<file path="config.mk">
export PLATFORM = sky130hd
export DESIGN_NAME = bsg_dfi_to_fifo_packer
export DESIGN_NICKNAME = d
export VERILOG_FILES = /design/src/rtl/bsg_dfi_to_fifo_packer.sv
export SDC_FILE = /design/constraint.sdc
export NUM_CORES = 1
export LEC_CHECK = 0
export ABC_AREA = 0
export ABC_CLOCK_PERIOD_IN_PS = 7500
export BUFFER_PORTS_ARGS = -buffer_cell sky130_fd_sc_hd__buf_2
export CORE_MARGIN = 10
export CORE_UTILIZATION = 59
export CTS_BUF_LIST = sky130_fd_sc_hd__clkbuf_8
export DETAILED_ROUTE_END_ITERATION = 6
export PLACE_DENSITY_LB_ADDON = 0.12
export SLEW_MARGIN = 30
export SYNTH_ARGS = -nofsm -noshare
export SYNTH_HDL_FRONTEND = slang
export SYNTH_SLANG_ARGS = --single-unit
</file>
<file path="constraint.sdc">
create_clock -name clk_i -period 7.5 [get_ports clk_i]
set_clock_uncertainty 0.2 [all_clocks]
set_input_delay 1.5 -clock clk_i [delete_from_list [all_inputs] [get_ports clk_i]]
set_output_delay 1.5 -clock clk_i [all_outputs]
set_load 0.01 [all_outputs]
</file>
<file path="src/rtl/bsg_dfi_to_fifo_packer.sv">
// DFI-to-FIFO bridge for the DRAM controller side of the DMC path.
// Packs clk_ratio_p DFI write beats into one wide word, buffers packed write
// words and DFI commands in els_p-deep FIFOs, unpacks wide read words into
// per-cycle DFI read beats after rd_latency_p cycles, and keeps sticky
// overflow/underrun flags.
// Ports:
//   clk_i, reset_i            clock, synchronous active-high reset
//   dfi_*_i                   DFI command, write and read-enable inputs
//   dfi_rddata_o/_valid_o     unpacked read beat and its valid
//   fifo_wr_*                 packed write word stream (valid/ready)
//   fifo_cmd_*                command stream (valid/ready)
//   fifo_rd_v_i/_data_i/_yumi_o  wide read word source
//   error_clear_i, fifo_error_o  sticky {rd underrun, cmd overflow, wr overflow}
module bsg_dfi_to_fifo_packer #(
  parameter int unsigned dq_data_width_p = 32,
  parameter int unsigned clk_ratio_p     = 2,
  parameter int unsigned els_p           = 4,
  parameter int unsigned rd_latency_p    = 2,
  localparam int unsigned dq_group_lp = dq_data_width_p / 8,
  localparam int unsigned beat_w_lp   = 2*dq_data_width_p + 2*dq_group_lp,
  localparam int unsigned word_w_lp   = clk_ratio_p * beat_w_lp,
  localparam int unsigned rbeat_w_lp  = 2*dq_data_width_p,
  localparam int unsigned rword_w_lp  = clk_ratio_p * rbeat_w_lp,
  localparam int unsigned cmd_w_lp    = 26
) (
  input  logic                     clk_i,
  input  logic                     reset_i,
  input  logic [2:0]               dfi_bank_i,
  input  logic [15:0]              dfi_address_i,
  input  logic                     dfi_cke_i,
  input  logic                     dfi_cs_n_i,
  input  logic                     dfi_ras_n_i,
  input  logic                     dfi_cas_n_i,
  input  logic                     dfi_we_n_i,
  input  logic                     dfi_reset_n_i,
  input  logic                     dfi_odt_i,
  input  logic                     dfi_wrdata_en_i,
  input  logic [rbeat_w_lp-1:0]    dfi_wrdata_i,
  input  logic [2*dq_group_lp-1:0] dfi_wrdata_mask_i,
  input  logic                     dfi_rddata_en_i,
  output logic [rbeat_w_lp-1:0]    dfi_rddata_o,
  output logic                     dfi_rddata_valid_o,
  output logic                     fifo_wr_v_o,
  output logic [word_w_lp-1:0]     fifo_wr_data_o,
  input  logic                     fifo_wr_ready_i,
  output logic                     fifo_cmd_v_o,
  output logic [cmd_w_lp-1:0]      fifo_cmd_data_o,
  input  logic                     fifo_cmd_ready_i,
  input  logic                     fifo_rd_v_i,
  input  logic [rword_w_lp-1:0]    fifo_rd_data_i,
  output logic                     fifo_rd_yumi_o,
  input  logic                     error_clear_i,
  output logic [2:0]               fifo_error_o
);

  localparam int unsigned cnt_w_lp = (clk_ratio_p > 1) ? $clog2(clk_ratio_p) : 1;
  localparam logic [cnt_w_lp-1:0] cnt_last_lp = cnt_w_lp'(clk_ratio_p - 1);

  logic [cnt_w_lp-1:0]     wr_cnt_q, wr_cnt_d;
  logic [word_w_lp-1:0]    wr_buf_q, wr_buf_d;
  logic                    wr_enq_c;
  logic                    wr_drop_c, cmd_drop_c;
  logic [rd_latency_p-1:0] rd_pipe_q, rd_pipe_d;
  logic [cnt_w_lp-1:0]     rd_cnt_q, rd_cnt_d;
  logic [2:0]              err_q, err_d;
  logic                    rd_valid_c;

  // Write packer: slot the beat at wr_cnt; the last beat completes the word
  always_comb begin
    wr_cnt_d = wr_cnt_q;
    wr_buf_d = wr_buf_q;
    wr_enq_c = 1'b0;
    if (dfi_wrdata_en_i) begin
      wr_buf_d[wr_cnt_q*beat_w_lp +: beat_w_lp] = {dfi_wrdata_i, dfi_wrdata_mask_i};
      if (wr_cnt_q == cnt_last_lp) begin
        wr_cnt_d = '0;
        wr_enq_c = 1'b1;
      end else begin
        wr_cnt_d = wr_cnt_q + cnt_w_lp'(1);
      end
    end
  end

  // Packed write words; wr_buf_d already carries the completing beat
  bsg_dfi_to_fifo_packer_fifo #(.width_p(word_w_lp), .els_p(els_p)) wr_fifo (
    .clk_i   (clk_i),
    .reset_i (reset_i),
    .enq_i   (wr_enq_c),
    .data_i  (wr_buf_d),
    .drop_o  (wr_drop_c),
    .v_o     (fifo_wr_v_o),
    .data_o  (fifo_wr_data_o),
    .ready_i (fifo_wr_ready_i)
  );

  // Command FIFO: one entry per chip-selected cycle
  bsg_dfi_to_fifo_packer_fifo #(.width_p(cmd_w_lp), .els_p(els_p)) cmd_fifo (
    .clk_i   (clk_i),
    .reset_i (reset_i),
    .enq_i   (~dfi_cs_n_i),
    .data_i  ({dfi_bank_i, dfi_address_i, dfi_cke_i, dfi_cs_n_i, dfi_ras_n_i,
               dfi_cas_n_i, dfi_we_n_i, dfi_reset_n_i, dfi_odt_i}),
    .drop_o  (cmd_drop_c),
    .v_o     (fifo_cmd_v_o),
    .data_o  (fifo_cmd_data_o),
    .ready_i (fifo_cmd_ready_i)
  );

  assign rd_valid_c = rd_pipe_q[rd_latency_p-1];

  // Read path: latency shift register, beat counter, unpack mux
  always_comb begin
    rd_pipe_d    = rd_pipe_q << 1;
    rd_pipe_d[0] = dfi_rddata_en_i;
    rd_cnt_d     = rd_cnt_q;
    if (rd_valid_c) begin
      rd_cnt_d = (rd_cnt_q == cnt_last_lp) ? '0 : rd_cnt_q + cnt_w_lp'(1);
    end
    dfi_rddata_o = '0;
    if (rd_valid_c && fifo_rd_v_i) begin
      dfi_rddata_o = fifo_rd_data_i[rd_cnt_q*rbeat_w_lp +: rbeat_w_lp];
    end
  end

  assign dfi_rddata_valid_o = rd_valid_c;
  assign fifo_rd_yumi_o     = rd_valid_c & fifo_rd_v_i & (rd_cnt_q == cnt_last_lp);

  // Sticky errors; a new error in the clearing cycle survives the clear
  always_comb begin
    err_d = error_clear_i ? 3'b000 : err_q;
    err_d = err_d | {rd_valid_c & ~fifo_rd_v_i, cmd_drop_c, wr_drop_c};
  end

  assign fifo_error_o = err_q;

  always_ff @(posedge clk_i) begin
    if (reset_i) begin
      wr_cnt_q  <= '0;
      wr_buf_q  <= '0;
      rd_pipe_q <= '0;
      rd_cnt_q  <= '0;
      err_q     <= '0;
    end else begin
      wr_cnt_q  <= wr_cnt_d;
      wr_buf_q  <= wr_buf_d;
      rd_pipe_q <= rd_pipe_d;
      rd_cnt_q  <= rd_cnt_d;
      err_q     <= err_d;
    end
  end

endmodule

// Circular FIFO: full is judged before the same-cycle dequeue; data_o is
// zero while empty so the outputs read 0 out of reset.
module bsg_dfi_to_fifo_packer_fifo #(
  parameter int unsigned width_p = 8,
  parameter int unsigned els_p   = 4
) (
  input  logic               clk_i,
  input  logic               reset_i,
  input  logic               enq_i,
  input  logic [width_p-1:0] data_i,
  output logic               drop_o,
  output logic               v_o,
  output logic [width_p-1:0] data_o,
  input  logic               ready_i
);

  localparam int unsigned ptr_w_lp = $clog2(els_p);

  logic [width_p-1:0]  mem_q [els_p];
  logic [ptr_w_lp-1:0] wptr_q, rptr_q;
  logic [ptr_w_lp:0]   cnt_q, cnt_d;
  logic                full_c, enq_ok_c, deq_c;

  assign full_c   = (cnt_q == (ptr_w_lp+1)'(els_p));
  assign enq_ok_c = enq_i & ~full_c;
  assign deq_c    = v_o & ready_i;
  assign drop_o   = enq_i & full_c;
  assign v_o      = (cnt_q != '0);
  assign data_o   = v_o ? mem_q[rptr_q] : '0;

  always_comb begin
    cnt_d = cnt_q;
    if (enq_ok_c && !deq_c) cnt_d = cnt_q + (ptr_w_lp+1)'(1);
    else if (!enq_ok_c && deq_c) cnt_d = cnt_q - (ptr_w_lp+1)'(1);
  end

  always_ff @(posedge clk_i) begin
    if (reset_i) begin
      wptr_q <= '0;
      rptr_q <= '0;
      cnt_q  <= '0;
    end else begin
      if (enq_ok_c) wptr_q <= wptr_q + ptr_w_lp'(1);
      if (deq_c)    rptr_q <= rptr_q + ptr_w_lp'(1);
      cnt_q <= cnt_d;
    end
  end

  // Storage is not reset; contents are only visible while occupied
  always_ff @(posedge clk_i) begin
    if (enq_ok_c) mem_q[wptr_q] <= data_i;
  end

endmodule

</file>
==> impl_summary.log, run 1 <==
INFO  metric routedWlPerCell = about 25 microns
INFO  metric drcViolationCount = 0
INFO  metric synthFlopType = sky130_fd_sc_hd__edfxtp_1
INFO  metric rows = 86
INFO  metric die-area = 66300 sq um
INFO  metric seq_area_frac_synth = 71.5%
INFO  metric worst_ir_drop_on_vdd = around 250 uV
INFO  metric final_max_slew_viol_count = 0
INFO  metric final.min_clock_period = 4.80 ns
INFO  metric clkSlewWorstSetupHoldPaths = 0.06 ns
INFO  metric detail_route.iter0.violations = about 1.4k
INFO  metric rsz0062_at_grt = no
INFO  metric floorplan.initialDensity = 59.9%
INFO  metric status = complete, no violations
INFO  metric worst_path_largest_cell_delay = slightly below 0.9 ns
INFO  metric yosys_warnings = 0
INFO  metric powerDensity = 312 nW/um^2
INFO  metric synthesis.nets = between 2k and 2.5k
INFO  metric clk_root_buffer_cell = sky130_fd_sc_hd__clkbuf_8
INFO  metric ctsHoldBuffers = 0
INFO  metric vias = 17.8k
INFO  metric fin_setup_tns = 0 ns
INFO  metric setup_slack_after_placement = slightly below 3 ns
INFO  metric synth_top_cell_area_share = 61.3%
INFO  metric synth_compound_gate_area_share = 0.252%
INFO  metric clock_tree_from_tritoncts = done
INFO  metric globalplace.congestion = around 0.99
INFO  metric worstSetupStartpointType = register
INFO  metric area_growth = 17.2%
INFO  metric ffs_w_async_s_r_synth = 0%
INFO  metric finalHoldViolations = 0
INFO  metric overflow = 0
INFO  metric core-area = 55500 sq um
INFO  metric power.leakage = around 14 nW
INFO  metric die_height = between 200 and 300 microns
INFO  metric crit_path_end_kind = output port
INFO  metric path_cells = buf_12 -> mux4_2 -> and2_1 -> buf_2
INFO  metric post_synth_main_area_contributors = sky130_fd_sc_hd__edfxtp_1, sky130_fd_sc_hd__mux4_2, sky130_fd_sc_hd__dfxtp_1
INFO  metric grt_start_max_net_pins = 145
INFO  metric synth-seq-cells = 849
INFO  metric cts_max_level = 4
INFO  metric critical_path_class = reg -> out
INFO  metric clock_latency = slightly below 0.8 ns
INFO  metric cp_data_arrival_time = a little over 3 ns
INFO  metric port_buffers = 474
INFO  metric synthMostInstantiatedCell = sky130_fd_sc_hd__edfxtp_1
INFO  metric detail_route.first_pass.iterations = 7
INFO  metric timing.final.ws_setup = 2.70 ns
INFO  metric finalWirelength = just over 80000 microns
INFO  metric synth_largest_area_cell = sky130_fd_sc_hd__edfxtp_1
INFO  metric final_net_count = 2579
INFO  metric syn-mean-instance-area = 18.4 sq um
INFO  metric maxSlewHeadroom = a little over a third
INFO  metric tritoncts.num_buffers = 135
INFO  metric synth_adder_area_share = less than 1%
INFO  metric cts_buffer_depth = 3
INFO  metric grt_pass1_wl = 119000 microns
INFO  metric post_drt_via_cell_ratio = 5.55
INFO  metric xor_xnor_share_of_the_synthesized_area = less than 1%
INFO  metric synth.mux.area_fraction = 18.5%
INFO  metric die_x = 258 microns
INFO  metric post-place-cells = around 3k
INFO  metric max_freq = between 200 and 250 MHz
INFO  metric layout-drive-gt1-share = 41.0%
INFO  metric cap_violations = 0
INFO  metric min_period_over_period = 64.1%
INFO  metric ioPinCount = 475
INFO  metric cp_max_fo = 92
INFO  metric type_of_the_tightest_min_delay_check = reg -> reg
INFO  metric post_cts_buffers = 0
INFO  metric design_power_total = 12.2 mW
INFO  metric post_layout_nonfiller_instances = 3209
INFO  metric worst_slew_pin_slew = 0.976 ns
INFO  metric post_synth_edffs = just under 700
INFO  metric main_combinational_cell_family_by_area_after_synthesis = multiplexers
INFO  metric count_of_cell_types_in_the_netlist = 30
INFO  metric detail-route-antenna-nets = 0
INFO  metric synth_commonest_cells = sky130_fd_sc_hd__edfxtp_1, sky130_fd_sc_hd__nor2b_1, sky130_fd_sc_hd__mux4_2
INFO  metric critical_path_required = approximately 5.8 ns
INFO  metric grt.total_usage = 24.3%
INFO  metric post-route-util = a little over two thirds
INFO  metric vias_in_the_first_global_route = 18.7k
INFO  metric cts-resized-gates = 0
INFO  metric cell_count_after_synthesis = 1805
INFO  metric antenna_violations_before_repair = 40
INFO  metric cts_num_sinks = approximately 850
INFO  metric post_synth_and_or_nand_nor_area_fraction = 7.36%
INFO  metric synth.cell_area = approximately 33000 sq um
INFO  metric hpwl = between 50000 and 60000 microns
INFO  metric critical-path-slowest-cell = sky130_fd_sc_hd__dfxtp_4
INFO  metric number_of_setup_violations_in_the_final_report = 0
[sequential cells by signal, summed over array words and instances, names as in the netlist, 2 cells and up, named ones only]
signal,cells
wr_fifo.wptr_q,2
wr_fifo.rptr_q,2
cmd_fifo.rptr_q,2
rd_pipe_q,2
fifo_error_o,3
cmd_fifo.wptr_q,2
wr_fifo.mem_q,576
cmd_fifo.cnt_q,3
wr_fifo.cnt_q,3
wr_buf_q,144
cmd_fifo.mem_q,104
[per-stage QoR]
stage	hold WS, ns	cell area (sq um)
2_1_floorplan	0.214	33300
3_3_place_gp	0.245	36300
3_5_place_dp	0.258	36300
4_1_cts	0.268	38900
5_1_grt	0.283	39000
6_report	0.259	39000
[cell usage in the layout, fill, tap and decap left out, types with 2 or more instances in the layout]
master and instances:
sky130_fd_sc_hd__o31ai_1 2, sky130_fd_sc_hd__clkinv_1 16, sky130_fd_sc_hd__buf_4 14, sky130_fd_sc_hd__edfxtp_1 680, sky130_fd_sc_hd__clkinvlp_4 7, sky130_fd_sc_hd__and2_4 4
sky130_fd_sc_hd__buf_12 7, sky130_fd_sc_hd__dfxtp_1 165, sky130_fd_sc_hd__xor2_1 7, sky130_fd_sc_hd__diode_2 15, sky130_fd_sc_hd__dfxtp_4 4, sky130_fd_sc_hd__mux4_2 170
sky130_fd_sc_hd__o21ai_0 3, sky130_fd_sc_hd__clkbuf_8 159, sky130_fd_sc_hd__fa_1 2, sky130_fd_sc_hd__nand2_4 2, sky130_fd_sc_hd__mux2i_1 68, sky130_fd_sc_hd__and2_1 148
sky130_fd_sc_hd__buf_2 473, sky130_fd_sc_hd__mux2_2 146, sky130_fd_sc_hd__clkinv_2 9, sky130_fd_sc_hd__nor2_1 80, sky130_fd_sc_hd__inv_6 2, sky130_fd_sc_hd__nor2b_1 172
sky130_fd_sc_hd__ha_1 10, sky130_fd_sc_hd__inv_1 64, sky130_fd_sc_hd__nand2b_1 9, sky130_fd_sc_hd__a21oi_1 9, sky130_fd_sc_hd__or3_1 3
[cell families (layout without fill, tap and decap cells)]
| logic type | Yosys count | count (layout) |
|---|---|---|
| adder cells (fa/ha/maj) | 12 | 12 |
| multiplexers | 384 | 384 |
| AO/OA/AOI/OAI | 15 | 15 |
| buffers and inverters | 112 | 753 |
| AND/OR/NAND/NOR | 425 | 425 |
| flip-flops | 849 | 849 |
| XOR/XNOR | 8 | 8 |
| other | 0 | 15 |
[worst max-delay path: cells and delay by family, from the launching register on]
kind / cells / cell delay, ns
flops: 1 / 0.89
buf+inv: 2 / 0.65
mux: 1 / 0.47
simple gates: 1 / 0.18
[routing by layer]
layer	vias to the layer above	track usage (%)	routed length, microns
met4	0	11.9	3370
li1	7979	-	-
met3	157	5.87	4540
met2	630	43.0	43200
met1	9039	27.2	29800
met5	-	0	0
[area by class of cell]
type                       count  area, sq um
antenna                       15         37.5
clock buffer                 159         2190
clock inverter                91          389
fill                        3666        16500
inverter                       7         26.3
multi-input combinational    844         8970
sequential                   849        23800
tap                          748          936
timing repair buffer         496         2650
[power breakdown]
group | internal [mW] | switching [mW]
combinational | 1.41 | 1.67
sequential | 5.32 | 0.142
clock | 1.93 | 1.71
total | 8.66 | 3.53
[path summary, 6_finish.rpt]
path | depth (start not counted) | endpoint | slack (ns) | from
max reg2reg | 4 | wr_fifo.mem_q[1][76]$_DFFE_PP_ | 4.11 | wr_cnt_q$_SDFFE_PP0P_
min reg2reg | 1 | rd_pipe_q[1]$_SDFF_PP0_ | 0.26 | rd_pipe_q[0]$_SDFF_PP0_
min | 1 | rd_pipe_q[1]$_SDFF_PP0_ | 0.26 | rd_pipe_q[0]$_SDFF_PP0_
max | 4 | fifo_wr_data_o[89] | 2.70 | register
No activity file was read; power rests on OpenSTA's default activity.
==> run 2: changes to the inputs <==
--- a/config.mk
+++ b/config.mk
@@ -6,10 +6,10 @@
 export NUM_CORES = 1
 export LEC_CHECK = 0
 export ABC_AREA = 0
-export ABC_CLOCK_PERIOD_IN_PS = 7500
+export ABC_CLOCK_PERIOD_IN_PS = 4100
 export BUFFER_PORTS_ARGS = -buffer_cell sky130_fd_sc_hd__buf_2
 export CORE_MARGIN = 10
-export CORE_UTILIZATION = 59
+export CORE_UTILIZATION = 54
 export CTS_BUF_LIST = sky130_fd_sc_hd__clkbuf_8
 export DETAILED_ROUTE_END_ITERATION = 6
 export PLACE_DENSITY_LB_ADDON = 0.12
==> constraint.sdc (replaced) <==
create_clock -name clk_i -period 4.1 [get_ports clk_i]
set_clock_uncertainty 0.2 [all_clocks]
set_input_delay 0.82 -clock clk_i [delete_from_list [all_inputs] [get_ports clk_i]]
set_output_delay 0.82 -clock clk_i [all_outputs]
set_load 0.01 [all_outputs]
==> run 2 against run 1 <==
Combinational power up 95%. Clock power up 88%. Setup slack worse by 2.4 ns.
==> impl_summary.log, run 2 (synthesized netlist as in run 1, its figures left out) <==
INFO  metric cp_max_fo = 30 (-67%)
INFO  metric port_buffers = 474 (unchanged)
INFO  metric final_area = 39400 sq um (+1.1%)
INFO  metric detail_route.first_pass.iterations = 5 (-2)
INFO  metric critical_path_class = reg -> out
INFO  metric placed_cell_area = 36800 sq um (+1.2%)
INFO  metric clk_root_buffer_cell = sky130_fd_sc_hd__clkbuf_8
INFO  metric clkSlewWorstSetupHoldPaths = 0.07 ns (about the same)
INFO  metric hpwl = 58100 microns (+12%)
INFO  metric largest_register_ff_count = 576 (unchanged)
INFO  metric ioPinCount = 475 (unchanged)
INFO  metric power.leakage = 14.7 nW (+1.6%)
INFO  metric routedWlPerCell = 26.3 microns (+4.3%)
INFO  metric post_cts_buffers = 0 (unchanged)
INFO  metric status = complete, no violations
INFO  metric final_max_slew_viol_count = 0 (unchanged)
INFO  metric type_of_the_tightest_min_delay_check = in -> reg
INFO  metric floorplan.initialDensity = 54.8% (-5.1 points)
INFO  metric final.min_clock_period = about 3.8 ns
INFO  metric rows = 90 (+4.7%)
INFO  metric vias_in_the_first_global_route = 18.9k (+1.4%)
INFO  metric hold_ws = 0.0846 ns (-0.175 ns)
INFO  metric die_x = 268 microns (+4.2%)
INFO  metric fin_setup_tns = 0 ns (unchanged)
INFO  metric number_of_setup_violations_in_the_final_report = 0 (unchanged)
INFO  metric clock_tree_from_tritoncts = done
INFO  metric cts_max_level = 4 (unchanged)
INFO  metric grt.total_usage = 23.8% (-0.54 points)
INFO  metric finalWirelength = 85800 microns (+5.9%)
INFO  metric regMostFlops = wr_fifo.mem_q
INFO  metric area_growth = 18.5%
INFO  metric die_height = 268 microns (+4.2%)
INFO  metric worstSetupStartpointType = register
INFO  metric detail_route.iter0.violations = 1235 (-8.6%)
INFO  metric grt_start_max_net_pins = 75 (-48%)
INFO  metric min_period_over_period = 93.5%
INFO  metric antenna_violations_before_repair = 36 (-10%)
INFO  metric final_cell_mix = sky130_fd_sc_hd__edfxtp_1, sky130_fd_sc_hd__buf_2, sky130_fd_sc_hd__nor2b_1
INFO  metric worst_slew_pin_slew = 0.871 ns (-0.106 ns)
INFO  metric cts_num_sinks = 849 (unchanged)
INFO  metric crit_path_end_kind = output port
INFO  metric powerDensity = 580 nW/um^2 (+86%)
INFO  metric vias = 18.0k (+1.2%)
INFO  metric worst_ir_drop_on_vdd = 426 uV (+69%)
INFO  metric ctsHoldBuffers = 0 (unchanged)
INFO  metric core-area = 60700 sq um (+9.3%)
INFO  metric detail-route-antenna-nets = 0 (unchanged)
INFO  metric layout-drive-gt1-share = 41.9% (+0.94 points)
INFO  metric final_net_count = 2609 (+1.2%)
INFO  metric cts_buffer_depth = 3 (unchanged)
INFO  metric tritoncts.num_buffers = 133 (-1.5%)
INFO  metric top_regs = wr_fifo.mem_q x576, wr_buf_q x144, cmd_fifo.mem_q x104
INFO  metric mostFrequentLayoutCell = sky130_fd_sc_hd__edfxtp_1
INFO  metric rsz0062_at_grt = no
INFO  metric finalHoldViolations = 0 (unchanged)
INFO  metric critical_path_required = 3.08 ns (-2.72 ns)
INFO  metric max_freq = between 200 and 300 MHz
INFO  metric cap_violations = 0 (unchanged)
INFO  metric die-area = 72000 sq um (+8.5%)
INFO  metric grt_pass1_wl = 125000 microns (+4.9%)
INFO  metric drcViolationCount = 0 (unchanged)
INFO  metric cts-resized-gates = 0 (unchanged)
INFO  metric cp_data_arrival_time = 2.82 ns (-0.28 ns)
INFO  metric globalplace.congestion = 0.990 (+0.45%)
INFO  metric clock_latency = 0.75 ns (-0.02 ns)
INFO  metric overflow = 0 (unchanged)
INFO  metric maxSlewHeadroom = 41.9% (+7.0 points)
INFO  metric post_drt_via_cell_ratio = 5.53 (-0.40%)
run 2: changes by cell type in the layout (fill, tap and decap cells not counted), moves of 4 or more:
cell	change
sky130_fd_sc_hd__clkinv_1	-6
sky130_fd_sc_hd__clkinvlp_4	-7
sky130_fd_sc_hd__inv_1	-4
sky130_fd_sc_hd__clkbuf_8	+7
sky130_fd_sc_hd__buf_12	+10
sky130_fd_sc_hd__diode_2	-8
sky130_fd_sc_hd__buf_4	+23
run 2: per-stage QoR:
step | total power, mW | std cells | util, % | setup slack (ns)
global placement | 16.3 | 3010 | 60.6 | 0.862
finish | 22.9 | 3259 | 65.0 | 0.265
global route | 23.9 | 3258 | 65.0 | 0.0320
detailed placement | 16.4 | 3010 | 60.6 | 0.788
CTS | 23.2 | 3252 | 64.9 | 0.126
floorplan | 13.7 | 1805 | - | 0.281
run 2: power breakdown:
group          internal, mW  switching, mW
Combinational          2.72           3.32
Sequential             9.72          0.258
Clock                  3.76           3.09
run 2: routing by layer:
layer / routed length [microns] / global-route usage, % / up-vias
met3: 6400 / 7.08 / 152
met4: 2300 / 8.44 / 26
met1: 32600 / 28.2 / 9165
li1: - / - / 8031
met5: 163 / 0 / -
met2: 44300 / 40.7 / 636
run 2: area by class of cell:
cell class              instances  area [sq um]
fillers                      4318         21300
multi-input cells             844          8960
flip-flops and latches        849         23800
inverters                       7          26.3
well taps                     782           978
repair buffers                528          3000
clock buffers                 166          2280
clock inverters                76           352
diodes                          7          17.5
run 2: critical path, stage by stage (launching register included):
cell and delay (ns):
sky130_fd_sc_hd__dfxtp_4 0.81, sky130_fd_sc_hd__buf_12 0.33, sky130_fd_sc_hd__mux4_2 0.55, sky130_fd_sc_hd__and2_1 0.20
sky130_fd_sc_hd__buf_2 0.15
run 2: final timing paths:
path / depth (start not counted) / end / slack [ns] / startpoint
min: 1 / cmd_fifo.mem_q[2][15]$_DFFE_PP_ / 0.08 / dfi_address_i[8]
min reg2reg: 1 / rd_pipe_q[1]$_SDFF_PP0_ / 0.24 / rd_pipe_q[0]$_SDFF_PP0_
max: 4 / fifo_wr_data_o[42] / 0.26 / register
max reg2reg: 8 / wr_fifo.cnt_q[2]$_SDFFE_PP0P_ / 1.32 / wr_fifo.cnt_q[0]$_SDFFE_PP0P_
